$ cat config.mk
export PLATFORM = sky130hd
export DESIGN_NAME = regfile_wport_arbiter
export DESIGN_NICKNAME = d
export VERILOG_FILES = /design/src/rtl/regfile_pkg.sv /design/src/rtl/rr_pick.sv /design/src/rtl/regfile_wport_arbiter.sv
export SDC_FILE = /design/constraint.sdc
export NUM_CORES = 1
export LEC_CHECK = 0
export CAP_MARGIN = 15
export CORE_ASPECT_RATIO = 1.25
export CORE_UTILIZATION = 36
export CTS_BUF_LIST = sky130_fd_sc_hd__clkbuf_16
export CTS_CLUSTER_SIZE = 40
export DETAILED_ROUTE_END_ITERATION = 10
export PLACE_DENSITY = 0.82
export SETUP_SLACK_MARGIN = 0.15
export SYNTH_ARGS = -nofsm -noshare
export SYNTH_HDL_FRONTEND = slang
export SYNTH_SLANG_ARGS = --single-unit
$ cat constraint.sdc
create_clock -name clk -period 3.85 [get_ports clk]
set_input_delay 0.9625 -clock clk [delete_from_list [all_inputs] [get_ports clk]]
set_output_delay 0.9625 -clock clk [all_outputs]
set_load 0.01 [all_outputs]
$ cat src/rtl/regfile_pkg.sv
// Shared register-file geometry for the write-port arbiter and its picker.
package regfile_pkg;
  localparam int RF_AW    = 5;
  localparam int RF_DW    = 32;
  localparam int RF_NREGS = 32;
  localparam logic [RF_AW-1:0] RF_ZERO_REG = '0;
endpackage

$ cat src/rtl/rr_pick.sv
// Combinational round-robin picker: first set request at or after ptr wins.
module rr_pick
  import regfile_pkg::*;
#(
  parameter int NREQ = 4,
  parameter int PW   = 2
) (
  input  logic [NREQ-1:0] req,
  input  logic [PW-1:0]   ptr,
  output logic [NREQ-1:0] gnt
);

  int          idx;
  logic [PW-1:0] sel;
  logic        found;

  always_comb begin
    gnt   = '0;
    found = 1'b0;
    idx   = 0;
    sel   = '0;
    for (int k = 0; k < NREQ; k++) begin
      idx = int'(ptr) + k;
      if (idx >= NREQ) idx = idx - NREQ;
      sel = PW'(idx);
      if (!found && req[sel]) begin
        gnt[sel] = 1'b1;
        found    = 1'b1;
      end
    end
  end

endmodule

$ cat src/rtl/regfile_wport_arbiter.sv
// Round-robin arbiter for the register-file write port with staged write and RAW bypass flags.
// Optional: ZERO_REG_PROTECT_EN suppresses writes and bypass for register 0.
module regfile_wport_arbiter
  import regfile_pkg::*;
#(
  parameter int NREQ = 4,
  parameter int AW   = RF_AW,
  parameter int DW   = RF_DW
) (
  input  logic               clk,
  input  logic               rst_n,
  input  logic               hold,
  input  logic [NREQ-1:0]    req,
  input  logic [NREQ*AW-1:0] req_addr,
  input  logic [NREQ*DW-1:0] req_data,
  output logic [NREQ-1:0]    gnt,
  output logic               rf_write,
  output logic [AW-1:0]      rf_wreg,
  output logic [DW-1:0]      rf_wdata,
  input  logic [AW-1:0]      rd_addr1,
  input  logic [AW-1:0]      rd_addr2,
  output logic               byp1,
  output logic               byp2,
  output logic [DW-1:0]      byp_data,
  output logic               busy
);

  localparam int PW = (NREQ > 1) ? $clog2(NREQ) : 1;

  logic [PW-1:0]   ptr;
  logic [PW-1:0]   ptr_nxt;
  logic [NREQ-1:0] pick;
  logic [PW-1:0]   win_idx_p0;
  logic [AW-1:0]   win_addr_p0;
  logic [DW-1:0]   win_data_p0;
  logic            vld_p0;
  logic            wr_en_p0;
  logic            vld_p1;
  logic [AW-1:0]   wreg_p1;
  logic [DW-1:0]   wdata_p1;

  rr_pick #(.NREQ(NREQ), .PW(PW)) u_pick (
    .req (req),
    .ptr (ptr),
    .gnt (pick)
  );

  assign gnt    = hold ? '0 : pick;
  assign vld_p0 = |gnt;
  assign busy   = (|req) && !(|gnt);

  always_comb begin
    win_idx_p0  = '0;
    win_addr_p0 = '0;
    win_data_p0 = '0;
    for (int i = 0; i < NREQ; i++) begin
      if (gnt[i]) begin
        win_idx_p0  = PW'(i);
        win_addr_p0 = req_addr[i*AW +: AW];
        win_data_p0 = req_data[i*DW +: DW];
      end
    end
  end

  always_comb begin
    if (win_idx_p0 == PW'(NREQ - 1)) ptr_nxt = '0;
    else                             ptr_nxt = win_idx_p0 + PW'(1);
  end

`ifdef ZERO_REG_PROTECT_EN
  assign wr_en_p0 = vld_p0 && (win_addr_p0 != AW'(RF_ZERO_REG));
`else
  assign wr_en_p0 = vld_p0;
`endif

  // p0 -> p1: stage the winning write onto the register-file port
  always_ff @(posedge clk or negedge rst_n) begin
    if (!rst_n) begin
      ptr      <= '0;
      vld_p1   <= 1'b0;
      wreg_p1  <= '0;
      wdata_p1 <= '0;
    end else if (vld_p0) begin
      ptr      <= ptr_nxt;
      vld_p1   <= wr_en_p0;
      wreg_p1  <= win_addr_p0;
      wdata_p1 <= win_data_p0;
    end else begin
      vld_p1   <= 1'b0;
    end
  end

  assign rf_write = vld_p1;
  assign rf_wreg  = wreg_p1;
  assign rf_wdata = wdata_p1;
  assign byp_data = wdata_p1;

`ifdef ZERO_REG_PROTECT_EN
  assign byp1 = vld_p1 && (wreg_p1 == rd_addr1) && (wreg_p1 != AW'(RF_ZERO_REG));
  assign byp2 = vld_p1 && (wreg_p1 == rd_addr2) && (wreg_p1 != AW'(RF_ZERO_REG));
`else
  assign byp1 = vld_p1 && (wreg_p1 == rd_addr1);
  assign byp2 = vld_p1 && (wreg_p1 == rd_addr2);
`endif

endmodule

# Word-level counts from Yosys, hierarchy flattened
# Cells that the tools add are included.
# totals
reg_bits	40
inputBits	165
output_inout_bits	77
elab_cells	87
# op_classes
n_addsub	8
n_lt_le_gt_ge	12
n_eq_ne	3
n_mux	41
bitwise	3
n_reduce_logical	16
# op_table
op	count
$mux W32	4
$mux W4	5
$mux W5	4
$mux W2	7
$mux W1	13
$lt A2 B3 Y1 const B	4
$or A4 B4 Y4	3
$eq A5 B5 Y1	2
$logic_and A1 B1 Y1	10
$ge A3 B3 Y1 const B	3
$bmux W1 S2	4
$demux W1 S2	4
$ge A2 B1 Y1 const B	4
$reduce_or A4 Y1	2
$sub A2 B1 Y2 const B	4
$add A2 B2 Y3 const B	2
$logic_not A1 Y1	4
$add A2 B1 Y3 const B	1
$ge A2 B3 Y1 const B	1
$add A2 B1 Y2 const B	1
$eq A2 B2 Y1 const B	1

# Logic depth before layout (Yosys ltp)
# depth
word_depth	20
ltp_mapped	14
ltp_nobuf	10

# Modules after synthesis
# Synthesis repeated with hierarchy kept, for this count alone.
# hier_totals
hier_cells	405
area_unflattened_um2	3522.1
# by_module_without_submodules
module	n_inst	cells_per_inst	area_each_um2
regfile_wport_arbiter	1	375	3219.3
rr_pick	1	30	302.8

# Worst setup path before layout
# No wires, ideal clock.
# synth_path
kind	input to output
from	input port req[3]
to	output port busy
arrival_ps	2763
path_slack_ps	125
path_stages	9
path_buffers	3
cell_sequence	mux4_2 > buf_6 > a211o_1 > a22oi_2 > buf_2 > o2111a_1 > buf_4 > inv_1 > nor2_1
# synth_between
elab_chain_cells	16
elab_cells_between_ends	29
# synth_lines
item	line	rtl
from (decl)	regfile_wport_arbiter.sv:13	input logic [NREQ-1:0] req,
$bmux W1 S2	rr_pick.sv:26	if (!found && req[sel]) begin
$mux W1 (implied by the code)	rr_pick.sv:26	
$mux W1	rr_pick.sv:26	
$logic_not A1 Y1	rr_pick.sv:26	
$logic_and A1 B1 Y1	rr_pick.sv:26	
$mux W1	rr_pick.sv:26	
$logic_not A1 Y1	rr_pick.sv:26	
$logic_and A1 B1 Y1	rr_pick.sv:26	
$mux W1	rr_pick.sv:26	
$logic_not A1 Y1	rr_pick.sv:26	
$logic_and A1 B1 Y1	rr_pick.sv:26	
$mux W4 (*)	rr_pick.sv:26	
$mux W4 (*)	regfile_wport_arbiter.sv:48	assign gnt = hold ? '0 : pick;
$reduce_or A4 Y1 (*)	--	
net vld_p0	regfile_wport_arbiter.sv:36	logic vld_p0;
$logic_not A1 Y1 (*)	regfile_wport_arbiter.sv:50	assign busy = (|req) && !(|gnt);
$logic_and A1 B1 Y1 (*)	regfile_wport_arbiter.sv:50	
to (decl)	regfile_wport_arbiter.sv:25	output logic busy
# Mark *: on every way through the listed nets, which the timed path passes. The rest lies on a longest branch. The select of a mux whose other input is x is not followed.

# Worst setup path after layout
# Ends and elaborated chain as after synthesis.

==> out/results.txt <==
outcome - complete, no violations
post-synthesis sequential area ratio - 0.282
Inserted Clock Buffers - 5
top cells by area, synth - dfrtp_1, a221oi_2, buf_4, nand2b_1, o21ai_0
Hold Path Sink - byp_data[24]
crit end category - primary output
#FFs+latches synth - 40
Syn Nets - 575
Setup violations, final - 0
fin util - 0.637
worst path cell trace - buf_8 > mux4_2 > buf_6 > a211o_1 > a22oi_2 > buf_4 > o2111a_1 > inv_2 > nor2_2 > buf_2
drt total wl - 13,300 um
critical path class - input port to primary output
worst hold-check path type - register to register
grt met1 use - 0.280
Least-Margin Pin Slew - 957 ps
Die ar. - 10,300 sq um
max_cap viols - 0
GRT Residual Overflow - 0
Max FO, Critical Path - 4
final instance area - 6120 sq um
CP max stage cell - mux4_2
GRT met2 Usage - 0.476
worst min-delay path startpoint - byp_data[24]
num ports - 242
Top FF cell, synth - dfrtp_1
Worst VDD drop - 0.731 mV
largest net degree at the start of global routing - 41
Synth top area share - 0.282
unrepaired setup endpoints after global routing - true
number of synthesized flops with an enable pin - 0
vias in the first global route - 3,995
DRT antenna net count - 0
met3 Track Usage GR - 0.0464
Synth cell types - 47
Yosys warning count - 0
Cell Area, Placed - 5920 sq um
routability cong. - 0.896
die height - 113 um
Post-Syn Area - 3550 sq um
critical path's largest stage delay - 550 ps
top post-synthesis cells by count - nand2_1, dfrtp_1, nor2_1, o21ai_0, nand2b_1
root buf cell - clkbuf_16
worst r2r src - ptr[1]
CTS tree - yes
die width - 90.8 um
Register Area - 1000 sq um
Avg Cell Area, Syn - 8.79 sq um
leading area contributor after synthesis - dfrtp_1
drt wl/cell - 17.8 um
first-pass GRT wire length - 20,500 um
Max Slew Vio Count - 0
overall routing resource usage - 0.253
Worst path top cell family by delay - compound AO/OA/AOI/OAI gates
worst-case reg-to-reg path depth - 13
Worst Path Buf+Inv - 5
Async SR Flop Fraction - 1.00
most common cell in the netlist - nand2_1
Area Overhead vs Synth - 72.5%
worst slack, placed - -740 ps
drt first-iter violations - 129
fin nets - 794
Worst Path Arrival - 2820 ps
Lkg Pwr - 2.50 nW
worst-case clock skew - 3.94 ps
Initial Util - 0.369
clock buffer depth - 2
DRT Pass-1 Iters - 4
Worst Slack Setup Final - 68.7 ps
initial antenna violation count - 0
fmax - 0.264 GHz
layout cell share with drive strength beyond 1 - 0.168
Core Area - 9610 sq um
reg-to-reg slack, setup - 700 ps
post-DR vias/cell - 5.23
Hold Crit Depth - 2
clock-pin slew on the worst setup and hold paths - 60 ps
final period utilization - 0.982
WP data required - 2890 ps
IO buf count - 241
clk sinks - 40
final hold vios - 0
diode count - 0
Via Count - 3,920
drt drc - 0
crit path time final - 3780 ps
synthesized instance count - 404
H-tree depth - 2
post-detail-place hpwl - 10,000 um
Site Rows - 40
# fillers - 832
max_slew headroom - 0.362
reg2reg end - rf_wreg[1]
worst skew pair latency - 280 ps
multi-input logic area - 2070 sq um
total power divided by cell area - 815 nW/um^2
Worst setup SP type - input port
post-route setup TNS - 0 ps
GRT busiest layer - met2
## cell families after synthesis
| logic type | after synthesis | share of synthesized area |
|---|---|---|
| and+or+nand+nor | 141 | 0.201 |
| AOI/OAI and AO/OA | 125 | 0.288 |
| buffers and inverters | 72 | 0.140 |
| DFF | 40 | 0.282 |
| xor gates and xnor gates | 10 | 0.0247 |
| muxes | 10 | 0.0430 |
| adders and majority gates | 6 | 0.0211 |
## state kept, by name (all words and copies together), names as in the netlist
register / flops
byp_data: 32
rf_wreg: 5
ptr: 2
rf_write: 1
## through the flow
stage	hold WS (ps)	std cells	total power, W
6_report	515	750	0.00499
5_1_grt	541	750	0.00535
4_1_cts	513	749	0.00496
3_5_place_dp	501	734	0.00448
3_3_place_gp	496	734	0.00437
2_1_floorplan	535	404	0.00314
## final cells by class
class                      instances  area share
inverter                           8     0.00490
timing repair buffer             276       0.445
multi-input combinational        292       0.338
tap                              126      0.0258
sequential                        40       0.163
clock buffer                       5      0.0204
clock inverter                     3     0.00225
## worst max-delay path by stage
stage / start / endpoint / slack, ps / cells past startpoint
detailed placement: req[3] / busy / -740 / 9
global route: req[3] / busy / 2 / 10
CTS: req[3] / busy / 80 / 10
global placement: req[3] / busy / -670 / 9
floorplan: req[3] / busy / 150 / 9
finish: req[3] / busy / 70 / 10
## metal layers
metal  vias up  wire [um]
li1       1841          -
met1      1856       5100
met2       193       6970
met3        30        815
met4         0        439
met5         -          0
## worst register-to-register path, stage by stage (launching register included)
cell	delay, ps
dfrtp_1	380
inv_1	110
ha_4	330
mux4_2	380
buf_12	160
or2_4	230
o311ai_4	250
buf_4	160
buf_4	100
buf_4	100
and3b_2	260
buf_12	180
a221oi_1	270
o21ai_1	110
## timing repair
item | CTS | global route
hold buffers | 0 | 0
pin swaps | 6 | 5
gates cloned | 0 | 0
setup buffers | 7 | 1
endpoints found under the setup margin | 5 | 5
hold endpoints to repair | 0 | 0
gates resized for setup | 46 | 4
## placed cells by master (no fill, tap or decap), types with 2 or more instances in the layout
master and n:
clkbuf_16 5, nand3b_1 2, a221oi_2 31, mux4_2 4, mux2i_1 4, buf_4 29
ha_1 5, nor2_1 38, nor4_1 3, and2_1 2, a221oi_1 7, xor2_1 8
o22ai_1 2, clkinv_2 2, nand2b_1 38, nand2_1 44, xnor2_1 2, clkdlybuf4s50_1 231
o21ai_1 36, inv_2 4, buf_12 5, inv_1 4, dfrtp_1 40, nor2b_1 2
buf_6 5, mux2_2 2, o21ai_0 39, and3_1 2, buf_2 4
## report_power, final
part	leakage, nW	total (W)	switching, W	internal, W
Combinational	1.95	0.00371	0.00178	0.00193
Sequential	0.484	0.000873	0.000205	0.000669
Clock	0.0710	0.000399	0.000164	0.000235
Total	2.50	0.00499	0.00215	0.00283
No activity file was read; power rests on OpenSTA's default activity.
